**src/rtl/timer_pkg.sv**
```systemverilog
// rtl/timer_pkg.sv - shared state, mode and clock constants for the interval timer
package timer_pkg;

  typedef enum logic [1:0] {
    IDLE = 2'd0,
    RUN  = 2'd1,
    DONE = 2'd2
  } state_t;

  localparam logic MODE_PERIODIC = 1'b0;
  localparam logic MODE_ONESHOT  = 1'b1;

  localparam int CLK_HZ_DEFAULT = 50_000_000;

endpackage

```
**src/rtl/timer_interval.sv**
```systemverilog
// rtl/timer_interval.sv - programmable interval timer with periodic and one-shot modes
module timer_interval
  import timer_pkg::*;
#(
  parameter int WIDTH          = 28,
  parameter int DEFAULT_PERIOD = CLK_HZ_DEFAULT,
  parameter int AUTO_START     = 1
) (
  input  logic             clk,
  input  logic             reset,
  input  logic             enable,
  input  logic             start,
  input  logic             stop,
  input  logic             mode,
  input  logic             load,
  input  logic [WIDTH-1:0] period_in,
  output logic             rollover,
  output logic [WIDTH-1:0] count,
  output logic             running,
  output logic             done
);

  localparam logic [WIDTH-1:0] ONE          = WIDTH'(1);
  localparam logic [WIDTH-1:0] RESET_PERIOD = WIDTH'(DEFAULT_PERIOD);
  localparam logic             AUTO         = (AUTO_START != 0);

  state_t           state;
  logic [WIDTH-1:0] period;
  logic             mode_q;
  logic             wrap;

  // >= rather than == so a period shrunk below the live count wraps on the next advance
  assign wrap = (count >= period - ONE);

  always_ff @(posedge clk) begin
    if (reset) begin
      state    <= AUTO ? RUN : IDLE;
      running  <= AUTO;
      count    <= '0;
      rollover <= 1'b0;
      done     <= 1'b0;
      period   <= RESET_PERIOD;
      mode_q   <= MODE_PERIODIC;
    end else begin
      rollover <= 1'b0;
      if (load) begin
        period <= (period_in == '0) ? ONE : period_in;
      end

      if (stop) begin
        state   <= IDLE;
        running <= 1'b0;
        done    <= 1'b0;
        count   <= '0;
      end else if (start) begin
        state   <= RUN;
        running <= 1'b1;
        done    <= 1'b0;
        count   <= '0;
        mode_q  <= mode;
      end else begin
        case (state)
          RUN: begin
            if (enable) begin
              if (wrap) begin
                count    <= '0;
                rollover <= 1'b1;
                if (mode_q == MODE_ONESHOT) begin
                  state   <= DONE;
                  running <= 1'b0;
                  done    <= 1'b1;
                end
              end else begin
                count <= count + ONE;
              end
            end
          end
          default: count <= '0;
        endcase
      end
    end
  end

endmodule
```
**config.mk**
```make
export PLATFORM = sky130hd
export DESIGN_NAME = timer_interval
export DESIGN_NICKNAME = d
export VERILOG_FILES = /design/src/rtl/timer_pkg.sv /design/src/rtl/timer_interval.sv
export SDC_FILE = /design/constraint.sdc
export NUM_CORES = 1
export LEC_CHECK = 0
export CORE_MARGIN = 4
export CORE_UTILIZATION = 42
export CTS_CLUSTER_SIZE = 20
export DETAILED_ROUTE_END_ITERATION = 6
export PLACE_DENSITY = 0.66
export SLEW_MARGIN = 15
export SYNTH_ARGS = -nofsm -noshare
export SYNTH_HDL_FRONTEND = slang
export SYNTH_SLANG_ARGS = --single-unit
```
**constraint.sdc**
```tcl
create_clock -name clk -period 4.25 [get_ports clk]
set_input_delay 0.85 -clock clk [delete_from_list [all_inputs] [get_ports clk]]
set_output_delay 0.85 -clock clk [all_outputs]
set_load 0.05 [all_outputs]
```
==> results of run 1 <==
==> sequential cells by signal, indices dropped and copies added (netlist names) <==
name and flops:
mode_q 1, rollover 1, state 2, period 28
count 28
==> metrics by stage <==
stage	util	TNS, ps	cells	hold slack, ps	total power, mW
floorplan	-	0	395	482	0.709
global placement	0.526	0	554	505	0.770
detailed placement	0.526	0	554	507	0.774
CTS	0.546	0	569	517	1.21
global route	0.560	-763	570	565	1.26
finish	0.560	0	570	516	1.21
==> layout by cell type, fill, tap and decap left out, types with 2 or more instances in the layout <==
cell type                          n
sky130_fd_sc_hd__clkdlybuf4s50_1  65
sky130_fd_sc_hd__dfxtp_1          60
sky130_fd_sc_hd__nor3_1           33
sky130_fd_sc_hd__xor2_1           31
sky130_fd_sc_hd__nor2_1           29
sky130_fd_sc_hd__ha_1             29
sky130_fd_sc_hd__xnor2_1          20
sky130_fd_sc_hd__nand2_1          20
sky130_fd_sc_hd__nand3_1          18
sky130_fd_sc_hd__mux2i_1          16
sky130_fd_sc_hd__nor2b_1          15
sky130_fd_sc_hd__nand4_1          12
sky130_fd_sc_hd__a211o_1          12
sky130_fd_sc_hd__nor4_1           11
sky130_fd_sc_hd__clkbuf_8         11
sky130_fd_sc_hd__a21oi_1           8
sky130_fd_sc_hd__a21o_1            7
sky130_fd_sc_hd__and3_1            6
sky130_fd_sc_hd__inv_1             5
sky130_fd_sc_hd__and4_1            5
sky130_fd_sc_hd__nor3_2            3
sky130_fd_sc_hd__and2_1            3
sky130_fd_sc_hd__buf_4             3
sky130_fd_sc_hd__nor4_2            2
sky130_fd_sc_hd__nor3b_2           2
sky130_fd_sc_hd__or4_1             2
sky130_fd_sc_hd__o21a_1            2
sky130_fd_sc_hd__o211ai_1          2
sky130_fd_sc_hd__o21ai_0           2
sky130_fd_sc_hd__a211oi_1          2
sky130_fd_sc_hd__clkinv_2          2
sky130_fd_sc_hd__clkbuf_1          2
==> cell families after synthesis <==
| family | after synthesis | share of synthesized area |
|---|---|---|
| multiplexers | 16 | 0.0450 |
| flip-flops | 60 | 0.338 |
| adder cells (fa/ha/maj) | 30 | 0.105 |
| AND/OR/NAND/NOR | 174 | 0.273 |
| XOR/XNOR | 51 | 0.126 |
| buffers and inverters | 20 | 0.0239 |
| AO/OA/AOI/OAI | 44 | 0.0897 |
==> where the power goes <==
group | leakage (nW) | internal, mW | switching, mW | total [mW]
logic | 1.21 | 0.0860 | 0.0752 | 0.161
clock network | 0.0893 | 0.239 | 0.205 | 0.444
registers | 0.491 | 0.581 | 0.0236 | 0.605
total | 1.79 | 0.906 | 0.304 | 1.21
==> area by class of cell <==
class,instances,share of cell area
clock inverters,2,0.00218
well taps,105,0.0286
multi-input cells,315,0.513
clock buffers,13,0.0345
repair buffers,70,0.156
inverters,5,0.00408
flip-flops and latches,60,0.261
==> metal layers <==
layer  wire, um  vias to the layer above
li1           -                     1572
met1       4220                     1415
met3        310                       14
met4        166                        0
met2       3620                       60
met5          0                        -
==> what timing repair did <==
item,CTS,global route
resized for setup,0,16
setup endpoints to repair,0,31
buffers inserted,0,0
==> critical path: stages, from the launching register on <==
cell and delay (ps):
sky130_fd_sc_hd__dfxtp_1 320, sky130_fd_sc_hd__inv_1 90, sky130_fd_sc_hd__ha_2 200, sky130_fd_sc_hd__or4b_2 640
sky130_fd_sc_hd__nand2b_4 180, sky130_fd_sc_hd__or2b_4 300, sky130_fd_sc_hd__nor2_2 150, sky130_fd_sc_hd__nand2_1 80
sky130_fd_sc_hd__xor2_1 150, sky130_fd_sc_hd__ha_1 320, sky130_fd_sc_hd__and4_4 240, sky130_fd_sc_hd__nand2_2 110
sky130_fd_sc_hd__o41ai_4 370, sky130_fd_sc_hd__nor4b_4 80, sky130_fd_sc_hd__buf_4 160, sky130_fd_sc_hd__a21oi_4 220
sky130_fd_sc_hd__clkbuf_16 210, sky130_fd_sc_hd__nor3_1 50
==> worst max-delay path by stage <==
stage	start	endpoint	slack, ps
after floorplan	period[0]$_SDFFE_PP0P_	count[8]$_SDFFE_PP0P_	350
after global placement	period[0]$_SDFFE_PP0P_	rollover$_SDFF_PP0_	250
after CTS	period[0]$_SDFFE_PP0P_	count[27]$_SDFFE_PP0P_	110
final	period[0]$_SDFFE_PP0P_	count[17]$_SDFFE_PP0P_	200
after global routing	period[0]$_SDFFE_PP0P_	count[22]$_SDFFE_PP0P_	-50
after detailed placement	period[0]$_SDFFE_PP0P_	count[27]$_SDFFE_PP0P_	150
==> impl_metrics.json, run 1 <==
{
  "post_drt_via_cell_ratio": 5.37,
  "grt_pass1_vias": 2913,
  "report.final.hold_viol_count": 0,
  "std_cell_rows": 33,
  "ys_ff_latch": 60,
  "setup_ws_ps": 200,
  "ys_top_cells_by_area": "sky130_fd_sc_hd__dfxtp_1 (34%), sky130_fd_sc_hd__ha_1 (11%), sky130_fd_sc_hd__xor2_1 (7.6%)",
  "final_skew_ps": 12.3,
  "cp_max_fo": 13,
  "grt_use_met2": 0.252,
  "worst_hold_path_type": "flip-flop to flip-flop",
  "synthDistinctLibCells": 46,
  "ff2ff_path_depth": 17,
  "end_kind": "flip-flop",
  "worstSetupPathType": "flip-flop to flip-flop",
  "synth.top_cell.area_share": 0.338,
  "r2r_setup_slack_ps": 200,
  "die_h_um": 100,
  "die_width_um": 100,
  "grt_max_degree": 42,
  "drive_gt1_frac": 0.0839,
  "drt_first_iter_violations": 49,
  "layout.area.seq_um2": 1200,
  "grt-busiest-layer": "met2",
  "route.detailed.drc": 0,
  "synthesis.instances": 395,
  "placed_cell_area_um2": 4320,
  "synth.net_count": 460,
  "multi_input_comb_area_um2": 2360,
  "layout_min_cycle_time_ps": 4050,
  "io_pins": 66,
  "io_buffers": 65,
  "yosys.cell_count.top_type": "sky130_fd_sc_hd__dfxtp_1",
  "grt_pass1_wl_um": 13800,
  "wl_per_cell_um": 14.6,
  "rr_endpoint": "count[17]$_SDFFE_PP0P_",
  "timing.max_slew.rel_slack": 0.295,
  "route.antenna.remaining_nets": 0,
  "synth.avg_cell_area_um2": 9.01,
  "filler_cell_count": 759,
  "cts-buffers-inserted": 9,
  "htree_levels": 3,
  "syn-cell-area_um2": 3560,
  "timing.fmax_mhz": 247,
  "initial_standard_cell_utilization_of_the_core": 0.433,
  "post-dp-hpwl_um": 6300,
  "cts_max_path_buffers": 2,
  "grt_util_met3": 0.0292,
  "number_of_flops_mapped_to_enable_cells_by_yosys": 0,
  "clock-root-buffer": "sky130_fd_sc_hd__clkbuf_8",
  "synth.cells.most_frequent": "sky130_fd_sc_hd__dfxtp_1 (60), sky130_fd_sc_hd__nor3_1 (34), sky130_fd_sc_hd__xor2_1 (31)",
  "power_density_nw_per_um2": 263,
  "final_area_um2": 4600,
  "netlist.top_cell.by_area": "sky130_fd_sc_hd__dfxtp_1",
  "rr_startpoint": "period[0]$_SDFFE_PP0P_",
  "core_region_area_um2": 8220,
  "worst_hold_path.endpoint": "period[0]$_SDFFE_PP0P_",
  "floorplan.die_area_um2": 10000,
  "worstHoldPathCells": 2,
  "static_leakage_nw": 1.79,
  "final_min_period_over_clock_period": 0.953,
  "timing.max_cap.violations": 0,
  "grt_overflow_total": 0,
  "dominantRegCellSynth": "sky130_fd_sc_hd__dfxtp_1",
  "fraction_of_registers_with_async_set_or_reset_after_synthesis": 0,
  "detailedPlace.worstSlack_ps": 149,
  "tritoncts": "built",
  "global_route.usage.met1": 0.242,
  "worst-endpoint-arrival_ps": 4210,
  "number_of_warning_messages_in_the_yosys_log": 0,
  "routed_wl_um": 8320,
  "status": "finished, final reports clean",
  "worst_ir_drop_vdd_v": 0.000152,
  "gpl.final_weighted_congestion": 0.787,
  "worstPathRequired_ps": 4410,
  "antennaDiodeCount": 0,
  "tightestPinTransition_ps": 1050,
  "layout-area-overhead-vs-synth_pct": 29.3,
  "finalSetupViolCount": 0,
  "worst_hold_startpoint": "period[0]$_SDFFE_PP0P_",
  "globalRouteTotalUtil": 0.168,
  "antenna_found_initial": 0,
  "vias": 3061,
  "maxSlewViolCount": 0,
  "ctsHoldBuffers": 0,
  "first_pass_iteration_count_of_the_detailed_router": 4,
  "design.final.nets": 526,
  "part_of_the_yosys_area_used_for_sequential_elements": 0.338,
  "clk-insertion-delay-late_ps": 330,
  "numClockSinks": 60,
  "worst_setup_hold_path_clk_slew_ps": 70,
  "startpoint_type_of_the_worst_setup_path": "flip-flop"
}
No activity file was read; power rests on OpenSTA's default activity.
==> run 2: changes to the inputs <==
--- a/config.mk
+++ b/config.mk
@@ -5,6 +5,7 @@
 export SDC_FILE = /design/constraint.sdc
 export NUM_CORES = 1
 export LEC_CHECK = 0
+export ABC_CLOCK_PERIOD_IN_PS = 4250
 export CORE_MARGIN = 4
 export CORE_UTILIZATION = 42
 export CTS_CLUSTER_SIZE = 20
==> results of run 2 <==
Final layout, timing and power as in run 1 (identical DEF).
==> run 3: changes to the inputs <==
--- a/config.mk
+++ b/config.mk
@@ -6,10 +6,12 @@
 export NUM_CORES = 1
 export LEC_CHECK = 0
 export ABC_CLOCK_PERIOD_IN_PS = 4250
+export CORE_ASPECT_RATIO = 2
 export CORE_MARGIN = 4
 export CORE_UTILIZATION = 42
 export CTS_CLUSTER_SIZE = 20
 export DETAILED_ROUTE_END_ITERATION = 6
+export GPL_ROUTABILITY_DRIVEN = 0
 export PLACE_DENSITY = 0.66
 export SLEW_MARGIN = 15
 export SYNTH_ARGS = -nofsm -noshare
==> run 3 against run 2 <==
  * Cell area increased by 2.5%
  * Register-to-register slack improved by 60 ps
  * Via count increased by 0.46%
  * Die area increased by 0.89%
  * Core utilization increased by 0.87 points
  * Sequential power about the same
  * Total power increased by 23%
  * Cell count decreased by 1.1%
  * First-iteration DRC count increased to 2.6 times the previous value
  * Largest power group is now the clock network
==> impl_metrics.json, run 3 (synthesis results as in run 1) <==
{
  "worst_path_largest_cell_delay_ps": 630,
  "cpLargestDelayFamily": "simple AND/OR/NAND/NOR gates",
  "finalSetupViolCount": 0,
  "cts_max_path_buffers": 2,
  "globalRouteTotalUtil": 0.175,
  "die_h_um": 138,
  "finish.utilization": 0.568,
  "std_cell_rows": 47,
  "detailedPlace.worstSlack_ps": -10.7,
  "critical_path.cell_chain": "inv_1 > ha_1 > or4b_2 > nand2b_1 > or2b_4 > nor2_2 > nand2_1 > xor2_1 > ha_1 > and4_1 > nand2_4 > o41ai_4 > nor4b_4 > buf_4 > a21oi_2 > buf_12 > nor3_1",
  "grt_max_degree": 42,
  "first_pass_iteration_count_of_the_detailed_router": 4,
  "core_region_area_um2": 8290,
  "wl_per_cell_um": 14.6,
  "timing.max_slew.rel_slack": 0.291,
  "cts-buffers-inserted": 9,
  "post-dp-hpwl_um": 6410,
  "worst-endpoint-arrival_ps": 4150,
  "internal-power_mw": 1.15,
  "final_min_period_over_clock_period": 0.938,
  "io_buffers": 65,
  "grt_pass1_wl_um": 14100,
  "worstPathRequired_ps": 4410,
  "clk-insertion-delay-late_ps": 330,
  "switching_share": 0.228,
  "tightestPinTransition_ps": 1060,
  "route.antenna.remaining_nets": 0,
  "static_leakage_nw": 1.86,
  "grt_pass1_vias": 3051,
  "seqPwrFrac": 0.406,
  "layout-area-overhead-vs-synth_pct": 32.5,
  "floorplan.die_area_um2": 10100,
  "worst_setup_hold_path_clk_slew_ps": 50,
  "cp_max_fo": 26,
  "design.final.nets": 526,
  "layout_min_cycle_time_ps": 3990,
  "route.detailed.drc": 0,
  "share_clk_of_total_power": 0.487,
  "post_drt_via_cell_ratio": 5.45,
  "timing.fmax_mhz": 251,
  "clock-root-buffer": "sky130_fd_sc_hd__clkbuf_16",
  "report.final.hold_viol_count": 0,
  "power.total_mw": 1.49,
  "grt_setup_unrepaired": "false",
  "status": "finished, final reports clean",
  "maxSlewViolCount": 0,
  "switchingPower_mw": 0.340,
  "largest_registers": "count: 28 flops, period: 28 flops, state: 2 flops",
  "grt_overflow_total": 0,
  "filler_cell_count": 784,
  "numClockSinks": 60,
  "antenna_found_initial": 0,
  "die_width_um": 73.1,
  "drive_gt1_frac": 0.0837,
  "commonest_non_fill_non_tap_cell_in_the_layout": "sky130_fd_sc_hd__clkdlybuf4s50_1",
  "vias": 3075,
  "worstSetupPathType": "flip-flop to flip-flop",
  "worst_path_max_delay_cell": "sky130_fd_sc_hd__or4b_2",
  "timing.max_cap.violations": 0,
  "startpoint_type_of_the_worst_setup_path": "flip-flop",
  "worst_hold_path_type": "flip-flop to flip-flop",
  "crit_path_frequent_cell": "sky130_fd_sc_hd__ha_1",
  "final_skew_ps": 6.17,
  "initial_standard_cell_utilization_of_the_core": 0.429,
  "io_pins": 66,
  "htree_levels": 3,
  "drt_first_iter_violations": 126,
  "routed_wl_um": 8210,
  "comb_power_share": 0.108,
  "power_density_nw_per_um2": 316,
  "layout_common_cells": "sky130_fd_sc_hd__clkdlybuf4s50_1 (65), sky130_fd_sc_hd__dfxtp_1 (60), sky130_fd_sc_hd__nor3_1 (34)",
  "worst_ir_drop_vdd_v": 0.000227,
  "end_kind": "flip-flop",
  "setup_ws_ps": 264,
  "tritoncts": "built",
  "antennaDiodeCount": 0,
  "ctsHoldBuffers": 0,
  "cp.buffers_inverters": 3
}
[run 3: metrics by stage]
| stage | hold slack [ps] | cells | cell area, um^2 | setup TNS, ps |
|---|---|---|---|---|
| global placement | 503 | 548 | 4320 | 0 |
| floorplan | 482 | 395 | 3560 | 0 |
| CTS | 528 | 564 | 4640 | 0 |
| detailed placement | 520 | 548 | 4320 | -14.9 |
| finish | 528 | 564 | 4710 | 0 |
| global route | 547 | 564 | 4710 | 0 |
[run 3: path summary, 6_finish.rpt]
| check | cells after the start | end | from | slack (ps) |
|---|---|---|---|---|
| max reg2reg | 17 | count[17]$_SDFFE_PP0P_ | period[0]$_SDFFE_PP0P_ | 260 |
| min reg2reg | 2 | period[0]$_SDFFE_PP0P_ | period[0]$_SDFFE_PP0P_ | 530 |
| max | 17 | count[17]$_SDFFE_PP0P_ | period[0]$_SDFFE_PP0P_ | 260 |
| min | 2 | period[0]$_SDFFE_PP0P_ | period[0]$_SDFFE_PP0P_ | 530 |
[run 3: layout make-up]
type	instances	area, um^2	share of cell area
Sequential cell	60	1200	0.255
Clock inverter	4	47.5	0.0101
Timing Repair Buffer	70	701	0.149
Clock buffer	12	256	0.0544
Inverter	5	18.8	0.00398
Tap cell	98	123	0.0260
Multi-Input combinational cell	315	2370	0.502
[run 3: power by group through the flow]
stage	Clock [mW]	Combinational [mW]	Sequential [mW]
floorplan	0	0.0957	0.614
global route	0.769	0.179	0.608
CTS	0.740	0.160	0.605
global placement	0	0.156	0.615
detailed placement	0	0.159	0.616
finish	0.725	0.160	0.605
[run 3: what timing repair did]
action                     CTS  global route
hold endpoints to repair     0             0
setup endpoints to repair   25            29
resized for setup            2            14
pin swaps                    0             2
setup buffers                0             0
[run 3: worst reg2reg max path, cell delays in order, from the launching register on]
cell and delay (ps):
sky130_fd_sc_hd__dfxtp_1 320, sky130_fd_sc_hd__inv_1 70, sky130_fd_sc_hd__ha_1 200, sky130_fd_sc_hd__or4b_2 630, sky130_fd_sc_hd__nand2b_1 220, sky130_fd_sc_hd__or2b_4 310, sky130_fd_sc_hd__nor2_2 170, sky130_fd_sc_hd__nand2_1 90
sky130_fd_sc_hd__xor2_1 150, sky130_fd_sc_hd__ha_1 310, sky130_fd_sc_hd__and4_1 290, sky130_fd_sc_hd__nand2_4 110, sky130_fd_sc_hd__o41ai_4 280, sky130_fd_sc_hd__nor4b_4 80, sky130_fd_sc_hd__buf_4 160, sky130_fd_sc_hd__a21oi_2 170
sky130_fd_sc_hd__buf_12 190, sky130_fd_sc_hd__nor3_1 80
[run 3: routing by layer]
layer / part of all wire / track usage
met5: 0 / 0
met4: 0.029 / 0.0982
met3: 0.028 / 0.0240
met2: 0.54 / 0.306
met1: 0.41 / 0.194
